## config.mk

```make
export PLATFORM = sky130hd
export DESIGN_NAME = relobi_r_other_ecc_pipe
export DESIGN_NICKNAME = d
export VERILOG_FILES = /design/src/rtl/relobi_r_other_ecc_pipe.sv
export SDC_FILE = /design/constraint.sdc
export NUM_CORES = 1
export LEC_CHECK = 0
export ABC_AREA = 1
export CAP_MARGIN = 20
export CORE_ASPECT_RATIO = 0.7
export CORE_MARGIN = 4
export CORE_UTILIZATION = 36
export DETAILED_ROUTE_END_ITERATION = 7
export HOLD_SLACK_MARGIN = 0.15
export PLACE_DENSITY = 0.79
export SETUP_SLACK_MARGIN = 0.05
export SKIP_LAST_GASP = 1
export SLEW_MARGIN = 30
export SYNTH_ARGS = -nofsm -noshare
export SYNTH_HDL_FRONTEND = slang
export SYNTH_SLANG_ARGS = --single-unit
```

## constraint.sdc

```tcl
create_clock -name clk_i -period 1.06 [get_ports clk_i]
set_clock_uncertainty 0.05 [all_clocks]
set_input_delay 0.265 -clock clk_i [delete_from_list [all_inputs] [get_ports clk_i]]
set_output_delay 0.265 -clock clk_i [all_outputs]
set_load 0.02 [all_outputs]
```

## src/rtl/relobi_r_other_ecc_pipe.sv

```systemverilog
// relobi_r_other_ecc_pipe
//   Registered, handshaked R-channel "other"-field ECC encoder. The Hsiao
//   check bits over {rid, err?, exokay?, ruser?, rchk?} are computed on the
//   input side and carried with the beat through NumStages (0..3) elastic
//   register stages. The payload is passed through unprotected.
//
// Ports
//   clk_i, rst_ni            clock, asynchronous active-low reset
//   rvalid_i / rready_o      upstream handshake
//   err_i, rid_i,
//   r_optional_i, payload_i  input beat ({exokay, ruser, rchk} packed MSB->LSB)
//   rvalid_o / rready_i      downstream handshake
//   err_o, rid_o,
//   r_optional_o, payload_o  output beat
//   other_ecc_o              check bits of the beat on the outputs
//   occupancy_o              number of stages holding a beat
//   ecc_mismatch_o           sticky output-side re-encode mismatch
//
// Build option
//   RELOBI_R_OTHER_ECC_SELFCHECK_EN: re-encode the output fields and flag any
//   disagreement with other_ecc_o. Without it ecc_mismatch_o is tied to 0.

package relobi_r_other_ecc_pkg;

    // Smallest SEC-DED check-bit count for a given data width.
    function automatic int unsigned min_ecc(input int unsigned data_width);
        int unsigned r;
        r = 1;
        while ((32'd1 << r) < (r + data_width + 1)) r++;
        return r + 1;
    endfunction

    // Hsiao column idx: idx-th odd-weight (>=3) value in ascending order.
    function automatic int unsigned hsiao_col(input int unsigned ecc_width,
                                              input int unsigned idx);
        int unsigned n;
        int unsigned col;
        int          w;
        n   = 0;
        col = 0;
        for (int unsigned v = 0; v < (32'd1 << ecc_width); v++) begin
            w = $countones(v);
            if (w >= 3 && w[0] && n <= idx) begin
                if (n == idx) col = v;
                n++;
            end
        end
        return col;
    endfunction

    function automatic int unsigned hsiao_num_cols(input int unsigned ecc_width);
        int unsigned n;
        int          w;
        n = 0;
        for (int unsigned v = 0; v < (32'd1 << ecc_width); v++) begin
            w = $countones(v);
            if (w >= 3 && w[0]) n++;
        end
        return n;
    endfunction

endpackage

// Hsiao encoder: o_code = {check bits, data}.
module relobi_r_other_ecc_enc #(
    parameter int unsigned DataWidth = 5,
    parameter int unsigned EccWidth  = 5
) (
    input  logic [DataWidth-1:0]          i_data,
    output logic [EccWidth+DataWidth-1:0] o_code
);
    logic [EccWidth-1:0] w_cols [DataWidth];
    logic [EccWidth-1:0] w_check;

    for (genvar g = 0; g < DataWidth; g++) begin : g_col
        localparam logic [EccWidth-1:0] Col =
            EccWidth'(relobi_r_other_ecc_pkg::hsiao_col(EccWidth, g));
        assign w_cols[g] = i_data[g] ? Col : '0;
    end

    always_comb begin
        w_check = '0;
        for (int i = 0; i < int'(DataWidth); i++) w_check = w_check ^ w_cols[i];
    end

    assign o_code = {w_check, i_data};
endmodule

module relobi_r_other_ecc_pipe #(
    parameter int unsigned IdWidth      = 4,
    parameter bit          UseAtop      = 1'b1,
    parameter int unsigned RUserWidth   = 0,
    parameter int unsigned RChkWidth    = 0,
    parameter int unsigned PayloadWidth = 32,
    parameter bit          IncludeErr   = 1'b0,
    parameter int unsigned NumStages    = 1,
    localparam int unsigned OptUsed       = 32'(UseAtop) + RUserWidth + RChkWidth,
    localparam int unsigned OptWidth      = (OptUsed == 0) ? 1 : OptUsed,
    localparam int unsigned PreWidth      = IdWidth + 32'(IncludeErr) + OptUsed,
    localparam int unsigned OtherEccWidth = relobi_r_other_ecc_pkg::min_ecc(PreWidth)
) (
    input  logic                     clk_i,
    input  logic                     rst_ni,
    input  logic                     rvalid_i,
    output logic                     rready_o,
    input  logic                     err_i,
    input  logic [IdWidth-1:0]       rid_i,
    input  logic [OptWidth-1:0]      r_optional_i,
    input  logic [PayloadWidth-1:0]  payload_i,
    output logic                     rvalid_o,
    input  logic                     rready_i,
    output logic                     err_o,
    output logic [IdWidth-1:0]       rid_o,
    output logic [OptWidth-1:0]      r_optional_o,
    output logic [PayloadWidth-1:0]  payload_o,
    output logic [OtherEccWidth-1:0] other_ecc_o,
    output logic [1:0]               occupancy_o,
    output logic                     ecc_mismatch_o
);
    localparam int unsigned BeatWidth = 1 + IdWidth + OptWidth + PayloadWidth + OtherEccWidth;

    if (NumStages > 3) begin : g_bad_num_stages
        $error("relobi_r_other_ecc_pipe: NumStages must be in 0..3");
    end
    if (relobi_r_other_ecc_pkg::hsiao_num_cols(OtherEccWidth) < PreWidth) begin : g_bad_ecc_width
        $error("relobi_r_other_ecc_pipe: OtherEccWidth too small for PreWidth");
    end

    // {rid, err (if IncludeErr), optional fields}, MSB->LSB.
    function automatic logic [PreWidth-1:0] pack_pre(input logic [IdWidth-1:0]  rid,
                                                     input logic                err,
                                                     input logic [OptWidth-1:0] opt);
        logic [PreWidth-1:0] w;
        w = '0;
        for (int i = 0; i < int'(OptUsed); i++) w[i] = opt[i];
        if (IncludeErr) w[OptUsed] = err;
        for (int i = 0; i < int'(IdWidth); i++) w[PreWidth - IdWidth + i] = rid[i];
        return w;
    endfunction

    logic [PreWidth-1:0]               w_pre;
    logic [OtherEccWidth+PreWidth-1:0] w_code;
    logic [BeatWidth-1:0]              w_beat_in;
    logic [BeatWidth-1:0]              w_beat_out;
    logic                              w_unused_data;

    assign w_pre = pack_pre(rid_i, err_i, r_optional_i);

    relobi_r_other_ecc_enc #(
        .DataWidth (PreWidth),
        .EccWidth  (OtherEccWidth)
    ) u_enc (
        .i_data (w_pre),
        .o_code (w_code)
    );

    // Only the check bits travel; the data half of the codeword is dropped.
    assign w_unused_data = ^w_code[PreWidth-1:0];
    assign w_beat_in     = {err_i, rid_i, r_optional_i, payload_i, w_code[PreWidth +: OtherEccWidth]};

    if (NumStages == 0) begin : g_bypass
        assign w_beat_out  = w_beat_in;
        assign rvalid_o    = rvalid_i;
        assign rready_o    = rready_i;
        assign occupancy_o = 2'd0;
    end else begin : g_pipe
        logic [NumStages-1:0] r_valid;
        logic [BeatWidth-1:0] r_data [NumStages];
        logic [NumStages:0]   w_ready;
        logic [NumStages-1:0] w_in_valid;
        logic [BeatWidth-1:0] w_in_data [NumStages];

        // A stage can take a beat if it is empty or its beat leaves this cycle.
        always_comb begin
            w_ready            = '0;
            w_ready[NumStages] = rready_i;
            for (int s = int'(NumStages) - 1; s >= 0; s--) begin
                w_ready[s] = w_ready[s+1] || !r_valid[s];
            end
        end

        always_comb begin
            w_in_valid    = '0;
            w_in_valid[0] = rvalid_i;
            w_in_data[0]  = w_beat_in;
            for (int s = 1; s < int'(NumStages); s++) begin
                w_in_valid[s] = r_valid[s-1];
                w_in_data[s]  = r_data[s-1];
            end
        end

        always_ff @(posedge clk_i or negedge rst_ni) begin
            if (!rst_ni) begin
                r_valid <= '0;
                for (int s = 0; s < int'(NumStages); s++) r_data[s] <= '0;
            end else begin
                for (int s = 0; s < int'(NumStages); s++) begin
                    if (w_in_valid[s] && w_ready[s]) begin
                        r_valid[s] <= 1'b1;
                        r_data[s]  <= w_in_data[s];
                    end else if (w_ready[s+1]) begin
                        r_valid[s] <= 1'b0;
                    end
                end
            end
        end

        assign w_beat_out  = r_data[NumStages-1];
        assign rvalid_o    = r_valid[NumStages-1];
        assign rready_o    = w_ready[0];
        assign occupancy_o = 2'($countones(r_valid));
    end

    assign {err_o, rid_o, r_optional_o, payload_o, other_ecc_o} = w_beat_out;

`ifdef RELOBI_R_OTHER_ECC_SELFCHECK_EN
    logic [PreWidth-1:0]               w_pre_out;
    logic [OtherEccWidth+PreWidth-1:0] w_code_out;
    logic                              w_unused_chk_data;
    logic                              w_ecc_bad;
    logic                              r_mismatch;

    assign w_pre_out = pack_pre(rid_o, err_o, r_optional_o);

    relobi_r_other_ecc_enc #(
        .DataWidth (PreWidth),
        .EccWidth  (OtherEccWidth)
    ) u_enc_chk (
        .i_data (w_pre_out),
        .o_code (w_code_out)
    );

    assign w_unused_chk_data = ^w_code_out[PreWidth-1:0];
    assign w_ecc_bad = rvalid_o && (w_code_out[PreWidth +: OtherEccWidth] != other_ecc_o);

    always_ff @(posedge clk_i or negedge rst_ni) begin
        if (!rst_ni)        r_mismatch <= 1'b0;
        else if (w_ecc_bad) r_mismatch <= 1'b1;
    end

    assign ecc_mismatch_o = r_mismatch;

    a_other_ecc_consistent: assert property (@(posedge clk_i) disable iff (!rst_ni) !w_ecc_bad);
`else
    assign ecc_mismatch_o = 1'b0;
`endif

endmodule

```

==> qor.yml <==
dr.pass1.iters: 4
place_congestion: 0.7402
leakage_nw: 1.737
start_util_pct: 37.63
synth_simple_gate_area_share_pct: 32.02
synth_top_family_by_area: "simple AND/OR/NAND/NOR gates"
yosys_warnings: 0
finalCritPeriodShare_pct: 115.0
clock_latency_ns: 0.29
setup_slack_ns: -0.1588
via_per_inst: 4.372
synth.cells.most_frequent: "nand2_1, dfrtp_1, nand3_1, buf_4, inv_1"
fmax_mhz: 820.5
whs_ns: 0.4290
max-vdd-ir-drop_mv: 0.7625
drt_first_iter_violations: 67
muxShareOfSynthArea_pct: 0
antenna_left: 0
synthXorXnorAreaFrac_pct: 0
slowest_delay_ns: 0.43
synth_fa_ha_area_share_pct: 0
cp_slowest_cell: "dfrtp_2"
synthFlopType: "dfrtp_1"
crit_chain: "nand2_4 > buf_6 > nand2_8 > clkbuf_16 > nand2_2 > o21ai_1"
powerDensity_nw_per_um2: 1477
placed_cells: 376
htreeDepth: 2
syn_inst: 217
antenna_found_initial: 0
fin_cells: 409
dieArea_um2: 6242
num_vias: 1788
crit_required_ns: 1.19
synthMostInstantiatedCell: "nand2_1"
use_met1_pct: 21.62
area_growth_pct: 81.12
dp_hpwl_um: 3210
setup_violations: 89
cts_tree: "yes"
end_kind: "register"
fin_nets: 381
ys_ff_latch: 43
fin_area_um2: 3277
coreArea_um2: 4808
clkTransAtPathRegs_ns: 0.08
drive_above_1_share_pct: 32.35
hold_viol_final: 0
hp-class: "in -> async"
place_ws_ns: -0.6961
outcome: "finished, violations left"
power_mw: 4.841
grt_overflow: 0
path_max_fanout: 7
route.detailed.drc: 0
cts.sink_count: 43
portBuffers: 87
track_usage_pct: 16.42
n_antenna_cell: 0
cap_violations: 0
rows: 21
gr-usage-met2_pct: 25.84
synthArstFlopShare_pct: 100.0
syn_area_per_cell_um2: 8.337
ys_types: 12
grt_max_degree: 44
start_kind: "register"
synth_area_um2: 1809
routed_wl_um: 5187
critical_path_class: "reg -> reg"
cts_root_buf: "clkbuf_8"
postPlaceCellArea_um2: 2805
grt_util_met3_pct: 6.347
rsz0062_at_grt: "yes"
synth_compound_area_share_pct: 1.383
grt_pass1_vias: 1669
cp_data_arrival_time_ns: 1.35
top_usage_layer: "met2"
violations: "setup timing"
grt_first_pass_wirelength_um: 7955
numCtsBuffers: 5
yosysSeqAreaShare_pct: 59.47
synth_area_leaders: "dfrtp_1, nand2_1, buf_4, nand3_1, buf_6"
min_period_ns: 1.219
yosysTopAreaCell: "dfrtp_1"
fp.dieW_um: 92.73
detail_route.wl_per_cell_um: 12.68
slew_viol_final: 0
clockBufferDepth: 2
synth_edf_count: 0
die_h_um: 67.31
io_pins: 90
yosysTopAreaCellShare_pct: 59.47
## metrics by stage
stage | TNS [ns] | util (%)
after floorplan | -2.433 | -
after global placement | -31.88 | 58.34
after detailed placement | -32.86 | 58.34
after CTS | -9.975 | 64.19
after global routing | -13.09 | 68.15
final | -9.159 | 68.15
## cell type report
type                            instances  area [um^2]
Inverter                                7        38.79
Multi-Input combinational cell        156        689.4
Clock buffer                            7        76.32
Clock inverter                          1        5.005
Sequential cell                        43         1077
Fill cell                             386         1531
Tap cell                               69        86.33
Timing Repair Buffer                  126         1304
## metal layers
layer	part of all wire, %	up-vias
li1	-	892
met4	0.67	0
met5	0	-
met3	8.8	5
met2	47	72
met1	43	819
## timing repair
action,4_1_cts,5_1_grt
cloned,2,1
pin swaps,0,2
hold endpoints to repair,43,0
hold buffers,1,0
setup buffers,8,13
gates resized for setup,283,25
setup endpoints to repair,89,89
## placed cells by master, fill, tap and decap left out, drive strengths merged
master	synthesis	routed
dlygate4sd2	0	1
nand2	141	141
clkbuf	0	8
inv	7	7
clkinv	0	1
o21ai	5	5
conb	1	2
nand3	8	8
dfrtp	43	43
buf	12	84
clkdlybuf4s50	0	39
dlygate4sd3	0	1
## cell families after synthesis
group                  count (synthesis)
buffers and inverters                 19
flip-flops                            43
AO/OA/AOI/OAI                          5
AND/OR/NAND/NOR                      149
other                                  1
## power by group
part / internal [mW] / switching [mW]
registers: 1.87 / 0.186
logic: 0.963 / 0.822
clock network: 0.463 / 0.536
total: 3.30 / 1.54
## critical path, delay by kind of cell, from the launching register on
family | cells | cell delay [ns]
AOI/OAI and AO/OA | 1 | 0.06
DFF | 1 | 0.43
and+or+nand+nor | 3 | 0.25
buffers and inverters | 2 | 0.32
## final timing paths
path	endpoint	slack (ns)	startpoint	cells after the start
worst max-delay path	g_pipe.r_data[40]	-0.16	rvalid_o	6
worst min-delay path	g_pipe.r_data[38]	0.43	rst_ni	3
worst max register to register	g_pipe.r_data[40]	-0.16	rvalid_o	6
worst min register to register	g_pipe.r_data[14]	0.45	g_pipe.r_data[14]	2
max in group asynchronous	rvalid_o	0.32	rst_ni	3
min in group clk_i	g_pipe.r_data[14]	0.45	g_pipe.r_data[14]	2
## registers in the layout, indices dropped and copies added (netlist names)
register       cells
g_pipe.r_data     42
rvalid_o           1
Note: power is estimated with default switching activity, not from simulation.
==> edit 1, RTL diff (same settings) <==
The parameter `NumStages` goes from 1 to 2.
--- a/src/rtl/relobi_r_other_ecc_pipe.sv
+++ b/src/rtl/relobi_r_other_ecc_pipe.sv
@@ -94,5 +94,5 @@
     parameter int unsigned PayloadWidth = 32,
     parameter bit          IncludeErr   = 1'b0,
-    parameter int unsigned NumStages    = 1,
+    parameter int unsigned NumStages    = 2,
     localparam int unsigned OptUsed       = 32'(UseAtop) + RUserWidth + RChkWidth,
     localparam int unsigned OptWidth      = (OptUsed == 0) ? 1 : OptUsed,
Function: changed (Yosys sat finds a counterexample within 4 cycles, from zero or initial values and one cycle with rst_ni low).
==> edit 1 against the unedited design <==
The run still ends with negative setup slack left. Combinational power grew 140%. Total power grew 140%. Area after synthesis grew 110%. Worst setup slack lost 0.25 ns. Sequential cell count grew 43. Wire length grew 87%. Critical path depth shrank 4. Cell area grew 71%. Critical path type is now reg2out. Largest power group unchanged.
==> edit 1: results (changes against the unedited design) <==
Status = finished with violations
Failing checks = negative setup slack
Drt initial violations = 192 (+190%)
HPWL Detailed = 5858 um (+82%)
Commonest cells post-synth = nand2_1 (189), dfrtp_1 (86), buf_4 (43)
Filler Cells Inserted = 861 (+120%)
Netlist cell types = 17 (+5)
Worst path slowest cell = dfrtp_1
Psw = 3.715 mW (+140%)
CP max stage delay = 0.42 ns
Root Driver = clkbuf_16
First-pass GRT wire length = 14290 um (+80%)
Clk Latency, worst-skew pair = 0.32 ns (+0.03 ns)
Leak Pwr = 2.884 nW (+66%)
WHS = 0.2746 ns (-0.1544 ns)
Clock network fraction of design power = 0.254 (+0.048)
Switching Fraction = 0.3147 (-0.004308)
Flop-to-flop setup slack = -0.36 ns (-0.20 ns)
Share of cells above drive strength 1 = 0.2768 (-0.04669)
Max IR drop VDD = 0.001024 V (+34%)
WL final = 9695 um (+87%)
Buffer depth of the longest clock path = 2 (unchanged)
CTS clk-pin slew, worst paths = 0.06 ns (-0.02 ns)
Final setup fails = 133 (+49%)
Seq group = 4.52 mW (+120%)
WS Path Type = reg2out
Final Net Count = 570 (+50%)
Min-delay worst type = in2async
Critical Path Sink = occupancy_o[0]
PnR worst setup slack = -0.4096 ns (-0.2509 ns)
Worst Setup SP = g_pipe.r_valid[0]$_DFFE_PN0P_
Initial antenna violation count = 0 (unchanged)
Critical path arrival = 1.15 ns (-0.20 ns)
Synth async-reset ratio = 1.000 (unchanged)
Crit path max fanout = 2 (-5)
Diode count = 0 (unchanged)
Post-synthesis sequential area ratio = 0.5751 (-0.01969)
GRT Total Usage = 0.1484 (-0.01580)
CTS Buf Count = 9 (+4)
Warnings from Yosys = 0 (unchanged)
Port-buffer cells = 88 (+1.1%)
Depth of the CTS H-tree = 3 (+1)
Routability Congestion = 0.8079 (+9.1%)
Mapped Nets = 471
Via count = 3047 (+70%)
Placed cell area = 0.004614 mm^2 (+64%)
R2R depth = 8 (+2)
Vias in the first global route = 2936 (+76%)
Worst reg2reg endpoint = g_pipe.r_data[43]$_DFFE_PN0P_
Drt pass-1 iters = 4 (unchanged)
Synth top area cells = dfrtp_1 (58%), nand2_1 (19%), buf_4 (8.6%)
-- edit 1: stage by stage --
step	util	instances	TNS (ns)	worst slack (ns)
6_report	0.5645	659	-26.97	-0.4096
4_1_cts	0.5249	639	-29.75	-0.3947
3_5_place_dp	0.4657	605	-54.27	-0.7444
3_3_place_gp	0.4657	605	-52.88	-0.7055
5_1_grt	0.5645	659	-32.74	-0.4293
2_1_floorplan	-	428	-10.71	-0.1983
-- edit 1: worst max-delay path: cells and delay by family (launching register included) --
kind	cells	cell delay [ns]
buffers and inverters	1	0.11
adders and majority gates	1	0.29
DFF	1	0.42
-- edit 1: per-layer routing --
layer | vias up | part of all wire | GRT usage | wire [um]
met3 | 8 | 0.061 | 0.04281 | 592
met5 | - | 0 | 0 | 0
li1 | 1494 | - | - | -
met2 | 93 | 0.50 | 0.2431 | 4855
met4 | 0 | 0.013 | 0.03460 | 126
met1 | 1452 | 0.42 | 0.1956 | 4120
-- edit 1: logic make-up (layout without fill, tap and decap cells) --
kind of cell / Yosys count / in the layout / synth area share
flops: 86 / 86 / 0.5751
simple gates: 230 / 230 / 0.2498
buf+inv: 81 / 184 / 0.1321
other cells: 1 / 1 / 0.001002
compound gates: 29 / 29 / 0.03878
fa+ha+maj: 1 / 1 / 0.003343
-- edit 1: timing repair --
item                       in CTS  in global routing
hold buffers                    1                  0
setup buffers                  16                 13
cloned                          2                  8
pin swaps                       0                  1
setup endpoints to repair     133                133
resized for setup             282                 52
hold endpoints to repair       86                  0
-- edit 1: cell type report --
type,count,area [um^2],area share
tap,128,160.2,0.02863
clock inverter,4,48.80,0.008723
clock buffer,11,232.7,0.04160
multi-input combinational,261,1222,0.2185
inverter,19,78.83,0.01409
sequential,86,2153,0.3849
timing repair buffer,150,1698,0.3035
==> edit 2, RTL diff (same settings) <==
Without the edit above. The option `RELOBI_R_OTHER_ECC_SELFCHECK_EN` is turned on by a define.
--- a/src/rtl/relobi_r_other_ecc_pipe.sv
+++ b/src/rtl/relobi_r_other_ecc_pipe.sv
@@ -20,4 +20,6 @@
 //   RELOBI_R_OTHER_ECC_SELFCHECK_EN: re-encode the output fields and flag any
 //   disagreement with other_ecc_o. Without it ecc_mismatch_o is tied to 0.
+
+`define RELOBI_R_OTHER_ECC_SELFCHECK_EN
 
 package relobi_r_other_ecc_pkg;
Function: no difference found for any inputs over 10 cycles, from zero or initial values and one cycle with rst_ni low; that may be too few to reach the edited logic, so the function may still have changed.
==> edit 2 against the unedited design <==
The flow still finishes with violations (negative setup slack). Fmax fell by 9.9%. Non-clock buffer count rose by 3. Critical path type unchanged. Core utilization grew 0.37 points. Synthesized cell count decreased by 21%. Combinational power is 28% higher. Count of clock-buffer cells in the layout shrank 2. Total power is 18% higher. Sequential cell count is 1 higher. Cell area up 9.4%. Worst setup slack got worse by 0.13 ns. Area after synthesis up 7.6%. Wire length is 1.8% higher.
==> edit 2: results (changes against the unedited design) <==
Switching Fraction = 0.3127 (-0.006314)
PnR worst setup slack = -0.2934 ns (-0.1346 ns)
Avg Cell Area, Syn = 11.39 um^2 (+37%)
Fraction of area in multi-input gates = 0.2318 (+0.02146)
Post-synthesis mux area share = 0.1928 (+0.1928)
Post_cts resized = 318 (+12%)
Dpl cells = 344 (-8.5%)
WHS = 0.2877 ns (-0.1412 ns)
Largest net degree at the start of global routing = 23 (-48%)
Share of cells above drive strength 1 = 0.5133 (+0.1898)
Xor-xnor portion of the synthesized cell area = 0.04049 (+0.04049)
Signal buffers share of area = 0.3872 (-0.01064)
Netlist cell types = 19 (+7)
Power Combinational = 2.27 mW (+28%)
Post-synthesis sequential area ratio = 0.5656 (-0.02919)
Seq cells post-synth = 44 (+2.3%)
Inverters, non-clock = 13 (+6)
Final setup fails = 91 (+2.2%)
Final TNS setup = -17.23 ns (-8.072 ns)
Non-CTS buffers = 129 (+2.4%)
Seq/total area = 0.3094 (-0.01939)
Routability Congestion = 0.7817 (+5.6%)
GRT Total Usage = 0.1653 (+0.001124)
Via density per instance = 4.411 (+0.91%)
Via count = 1641 (-8.2%)
Seq group = 2.14 mW (+4%)
Status = finished with violations
# clk buffers = 5 (-2)
HPWL Detailed = 3702 um (+15%)
Synth Area in Compound Gates = 0.02314 (+0.009305)
Leak Pwr = 1.709 nW (-1.6%)
Filler Cells Inserted = 391 (+1.3%)
Clock-cell share = 0.03212 (+0.007304)
Drt initial violations = 18 (-73%)
Max IR drop VDD = 0.0009540 V (+25%)
Clk power = 1.32 mW (+32%)
Failing checks = negative setup slack
#MultiIn Comb = 106 (-32%)
Crit path max fanout = 11 (+4)
Worst reg2reg endpoint = g_pipe.r_data[5]$_DFFE_PN0P_
Port-buffer cells = 88 (+1.1%)
Synth top area cells = dfrtp_1 (57%), mux2_2 (19%), nand2_1 (7.7%)
==> edit 2: changes by cell type after synthesis, sizes merged <==
cell / delta
mux2: +33
a21oi: +3
nand3b: +2
nand3: -4
dfrtp: +1
o21ai: +1
inv: +6
nand2: -98
xor2: +4
buf: -4
nor2: +5
xnor2: +5
==> edit 2: cells by family after synthesis <==
logic type | Yosys count
multiplexers | 33
flip-flops | 44
other | 1
XOR/XNOR | 9
AND/OR/NAND/NOR | 54
buffers and inverters | 21
AO/OA/AOI/OAI | 9
==> edit 2: metal layers <==
metal / vias up / global-route usage / share of wire
li1: 804 / - / -
met1: 775 / 0.1983 / 0.41
met2: 54 / 0.2658 / 0.49
met3: 8 / 0.07050 / 0.092
met4: 0 / 0.05363 / 0.014
met5: - / 0 / 0
